$ cat src/rtl/ram_burst_reader.sv
// Burst read initiator for a 1-cycle-latency RAM: issues sequential reads and
// streams the returned words through a 3-entry buffer as a valid/ready stream.
module ram_burst_reader #(
    parameter int WIDTH = 512,
    parameter int DEPTH = 4096,
    parameter int AW    = $clog2(DEPTH),
    parameter int LEN_W = $clog2(DEPTH) + 1
) (
    input  logic             clk,
    input  logic             rst_n,
    input  logic             cmd_valid,
    output logic             cmd_ready,
    input  logic [AW-1:0]    cmd_addr,
    input  logic [LEN_W-1:0] cmd_len,
    output logic [AW-1:0]    ram_raddr,
    output logic             ram_read_enable,
    input  logic [WIDTH-1:0] ram_q,
    output logic             m_valid,
    input  logic             m_ready,
    output logic [WIDTH-1:0] m_data,
    output logic             m_last,
    output logic             busy,
    output logic             done
);

    // state | meaning
    // IDLE  | waiting for a command, cmd_ready high
    // READ  | issuing reads, throttled by buffer occupancy
    // DRAIN | every read issued, emptying buffer through the m_last beat
    // DONE  | single-cycle completion pulse
    typedef enum logic [1:0] {
        S_IDLE,
        S_READ,
        S_DRAIN,
        S_DONE
    } state_t;

    state_t state, state_nxt;

    logic [AW-1:0]    raddr;
    logic [AW-1:0]    raddr_inc;
    logic [LEN_W-1:0] remaining;
    logic [LEN_W-1:0] remaining_nxt;
    logic             re;
    logic             re_nxt;
    logic             cap;
    logic             cap_last;
    logic [WIDTH-1:0] buf_data [3];
    logic             buf_last [3];
    logic [1:0]       wr_ptr;
    logic [1:0]       rd_ptr;
    logic [1:0]       count;
    logic [1:0]       count_nxt;
    logic             cmd_fire;
    logic             pop;
    logic             last_issue;

    function automatic logic [1:0] ptr_inc(input logic [1:0] p);
        return (p == 2'd2) ? 2'd0 : p + 2'd1;
    endfunction

    assign m_valid         = (count != 2'd0);
    assign m_data          = buf_data[rd_ptr];
    assign m_last          = m_valid && buf_last[rd_ptr];
    assign ram_raddr       = raddr;
    assign ram_read_enable = re;
    assign cmd_fire        = cmd_valid && cmd_ready;
    assign pop             = m_valid && m_ready;
    assign last_issue      = re && (remaining == LEN_W'(1));

    always_ff @(posedge clk or negedge rst_n) begin
        if (!rst_n) begin
            state <= S_IDLE;
        end else begin
            state <= state_nxt;
        end
    end

    always_comb begin
        state_nxt = state;
        cmd_ready = 1'b0;
        busy      = 1'b1;
        done      = 1'b0;
        case (state)
            S_IDLE: begin
                cmd_ready = 1'b1;
                busy      = 1'b0;
                if (cmd_valid) begin
                    state_nxt = (cmd_len == '0) ? S_DONE : S_READ;
                end
            end
            S_READ: begin
                if (last_issue) begin
                    state_nxt = S_DRAIN;
                end
            end
            S_DRAIN: begin
                if (pop && m_last) begin
                    state_nxt = S_DONE;
                end
            end
            S_DONE: begin
                done      = 1'b1;
                state_nxt = S_IDLE;
            end
            default: state_nxt = S_IDLE;
        endcase
    end

    // read_enable is registered, so the issue rule is evaluated on next-cycle
    // occupancy: words buffered then plus the read going out this cycle.
    always_comb begin
        count_nxt     = count + {1'b0, cap} - {1'b0, pop};
        remaining_nxt = remaining;
        if (cmd_fire) begin
            remaining_nxt = cmd_len;
        end else if (re) begin
            remaining_nxt = remaining - LEN_W'(1);
        end
        re_nxt    = (state_nxt == S_READ) && (remaining_nxt != '0) &&
                    (({1'b0, count_nxt} + {2'b00, re}) <= 3'd2);
        raddr_inc = (raddr == AW'(DEPTH - 1)) ? '0 : raddr + AW'(1);
    end

    always_ff @(posedge clk or negedge rst_n) begin
        if (!rst_n) begin
            raddr     <= '0;
            remaining <= '0;
            re        <= 1'b0;
            cap       <= 1'b0;
            cap_last  <= 1'b0;
            wr_ptr    <= 2'd0;
            rd_ptr    <= 2'd0;
            count     <= 2'd0;
            for (int i = 0; i < 3; i++) begin
                buf_data[i] <= '0;
                buf_last[i] <= 1'b0;
            end
        end else begin
            remaining <= remaining_nxt;
            re        <= re_nxt;
            cap       <= re;
            cap_last  <= last_issue;
            count     <= count_nxt;
            if (cmd_fire) begin
                raddr <= cmd_addr;
            end else if (re) begin
                raddr <= raddr_inc;
            end
            if (cap) begin
                buf_data[wr_ptr] <= ram_q;
                buf_last[wr_ptr] <= cap_last;
                wr_ptr           <= ptr_inc(wr_ptr);
            end
            if (pop) begin
                rd_ptr <= ptr_inc(rd_ptr);
            end
        end
    end

endmodule
$ cat config.mk
export PLATFORM = sky130hd
export DESIGN_NAME = ram_burst_reader
export DESIGN_NICKNAME = d
export VERILOG_FILES = /design/src/rtl/ram_burst_reader.sv
export SDC_FILE = /design/constraint.sdc
export NUM_CORES = 2
export LEC_CHECK = 0
export ABC_CLOCK_PERIOD_IN_PS = 2400
export BUFFER_PORTS_ARGS = -buffer_cell sky130_fd_sc_hd__buf_2
export CAP_MARGIN = 15
export CORE_AREA = 2 2 421 423
export CTS_CLUSTER_DIAMETER = 100
export CTS_CLUSTER_SIZE = 14
export DETAILED_ROUTE_END_ITERATION = 10
export DIE_AREA = 0 0 423 425
export HOLD_SLACK_MARGIN = 0.1
export PLACE_DENSITY = 0.59
export SETUP_SLACK_MARGIN = 0.02
export SLEW_MARGIN = 10
export SYNTH_ARGS = -nofsm -noshare
export SYNTH_HDL_FRONTEND = slang
export SYNTH_SLANG_ARGS = --single-unit
$ cat constraint.sdc
create_clock -name clk -period 2.4 [get_ports clk]
set_clock_uncertainty 0.2 [all_clocks]
set_input_delay 0 -clock clk [delete_from_list [all_inputs] [get_ports clk]]
set_output_delay 0 -clock clk [all_outputs]
set_load 0.03 [all_outputs]
==> results.md <==
* Area delta synth->final at 41.7%
* Mapped Area at 69,000 µm²
* Power Total at 0.147 W
* Crit path kind: reg -> out
* Multiplexer share of the synthesized area at 0.326
* Clock Latency Late Sink at 800 ps
* Via density at 5.17
* Status: finished, violations left
* Clock share of power at 0.137
* Final Hold Fails at 0
* RePlAce Congestion at 0.896
* Worst-path fanout max at 26
* Failing checks: negative setup slack
* P_int at 0.0855 W
* Clock Tree Root: clkbuf_16
* Drt wl/cell at 22.6 µm
* Worst-margin pin slew at 724 ps
* Crit end category: primary output
* Final ANT Viol Nets at 0
* Port bufs at 1,070
* CP arrival at 2590 ps
* Most common cell after layout, fill and taps aside: dfrtp_1
* CTS buffer count at 132
* Hold Path Class: in -> async
* Net Sw Power at 0.0614 W
* Antenna violations before repair at 49
* All-layer global routing usage at 0.235
* Unique masters post-synth at 55
* Startpoint Class: flop
* Final Max Tran Viols at 0
* Vias in the first global route at 53,500
* Non-Filler Instances at 9,886
* Peak Freq at 358 MHz
* # Max-Cap Violations at 0
* Avg Inst Size Synth at 13.2 µm²
* DRC errors left at 0
* Number of flops mapped to enable cells by yosys at 0
* Post-DP HPWL at 138 mm
* Minimum clock period at 2790 ps
* Synth Area in XOR/XNOR at 0.00114
* Top_reg_cell synth: dfrtp_1
* Combinational family with the most area after synthesis: multiplexers
* Sw Share at 0.418
* Final nets at 8,033
* Row cnt at 154
* Core area at 175,000 µm²
* Max clock buf depth at 3
* Boundary pin count at 1,071
* Pin count of the biggest net entering global routing at 112
* Die Span X at 423 µm
* Most area-consuming cells after synthesis: dfrtp_1 57%, mux2_2 25%, mux2i_1 7.4%, o21ai_0 3.8%, nand2_1 2.9%
* Worst Slack Setup Final at -391 ps
* Post-synthesis compound-gate area fraction at 0.0427
* Setup WS pre-CTS at -213 ps
* Required time of the worst setup path at 2200 ps
* Most frequent cells in the layout: 1,573 x dfrtp_1, 1,540 x mux2_2, 1,096 x dlygate4sd3_1
* Leak at 42.7 nW
* Pwr dens at 1500 nW/µm²
* Total gr overflow at 0
* H-tree depth at 4
* Placed Cells at 8,487
* RSZ-0062 raised after global routing: true
* Simple-gate share of the synthesized area at 0.0370
* Ys Warns at 0
* Synth Area in Adders at 0.00145
* Die ar. at 180,000 µm²
* CTS tree: yes
* Initial Utilization at 0.393
* Number of synthesized register bits at 1,575
* Die Y at 425 µm
* Share of layout cells above drive strength 1 at 0.431
* Cell count after synthesis at 5,205
* Syn_nets at 5,754
* Worst-path clk slew at 70 ps
* Logic pwr share at 0.544
* Initial DRC Count at 2,863
* Finish-stage setup viols at 514
* Tcrit/Tclk final at 1.16
* Global-route wire length before repair at 328 mm
* Worst vdd ir at 0.992 mV
* Synth top area share at 0.572
* Sequential-to-total area share from yosys stat at 0.572
* Clk sink count at 1,575
* Via count at 51,200
* Area leader, netlist: dfrtp_1
* DRT Wirelength at 223 mm
* Post-synth ARST share at 1.00
* Max-slew headroom at 0.517
* DRT Pass-1 Iters at 5
* Seq pwr share at 0.320
==> final timing paths <==
kind | start | end | slack [ps] | cells after the start
worst min register to register | buf_data[1310]$_DFFE_PN0P_ | buf_data[1310]$_DFFE_PN0P_ | 300 | 1
min in group clk | cmd_len[6] | remaining[6]$_DFF_PN0_ | 210 | 5
max in group asynchronous | rst_n | buf_data[1131]$_DFFE_PN0P_ | 720 | 5
worst max-delay path | rd_ptr[1]$_DFFE_PN0P_ | m_data[103] | -390 | 6
worst max register to register | count[1]$_DFF_PN0_ | ram_read_enable$_DFF_PN0_ | -240 | 13
worst min-delay path | rst_n | buf_data[1346]$_DFFE_PN0P_ | 200 | 4
==> routing by layer <==
metal / track usage / share of wire / up-vias
li1: - / - / 23000
met5: 0 / 0.00045 / -
met4: 0.134 / 0.061 / 16
met1: 0.282 / 0.40 / 26300
met2: 0.390 / 0.49 / 1278
met3: 0.0513 / 0.052 / 507
==> worst max-delay path, stage by stage, from the launching register on <==
cell     delay, ps
dfrtp_4        520
buf_4          170
buf_16         170
buf_16         230
mux2i_1        140
o21ai_1        240
buf_2          270
==> timing repair <==
item	CTS	global route
pin swaps	0	16
hold endpoints to repair	3143	0
buffers inserted	16	25
resized for setup	336	402
endpoints found under the setup margin	514	516
hold buffers	1097	0
cloned	25	43
==> synthesized netlist by cell type (all sizes together) (6+ instances only) <==
library cell / number
a21oi: 7
a31oi: 8
buf: 40
clkbuf: 312
dfrtp: 1575
ha: 8
inv: 16
mux2: 1540
mux2i: 513
nand2: 534
nand3: 8
nor2: 24
nor3: 9
nor4: 6
o21ai: 528
or2: 7
or3: 6
or4: 9
xnor2: 7
==> logic make-up (layout without fill, tap and decap cells) <==
family                     Yosys count  after routing
AOI/OAI and AO/OA                  567            567
adders and majority gates            8              8
DFF                               1575           1575
and+or+nand+nor                    625            625
xor gates and xnor gates             9              9
buffers and inverters              368           2665
muxes                             2053           2053
other                                0             44
==> cell type report <==
cell class	instances	area [µm²]
clock buffers	134	3340
inverters	16	60.1
flip-flops and latches	1575	39400
well taps	2340	2930
diodes	44	110
multi-input cells	3262	28700
fillers	14500	77600
clock inverters	18	278
repair buffers	2497	22900
==> flip-flops by register name (all words and copies together) (netlist names) <==
signal,cells
wr_ptr,2
state,2
cap_last,1
ram_read_enable,1
buf_last,3
ram_raddr,12
remaining,13
cap,1
buf_data,1536
count,2
rd_ptr,2
==> through the flow <==
stage	hold WS (ps)	setup TNS, ps	area (µm²)	util
detailed placement	-283	-213	78900	0.450
global route	181	-206650	97700	0.557
finish	204	-139050	97700	0.557
global placement	-277	-317	78900	0.450
CTS	118	-203670	95500	0.544
floorplan	-496	-146	69000	-
==> power groups by stage <==
stage               Sequential, W  Clock, W  Combinational (W)
CTS                        0.0467    0.0206             0.0749
finish                     0.0469    0.0201             0.0799
detailed placement         0.0472         0             0.0675
global placement           0.0465         0             0.0667
floorplan                  0.0455         0             0.0460
global route               0.0487    0.0216             0.0841
No activity file was read; power rests on OpenSTA's default activity.
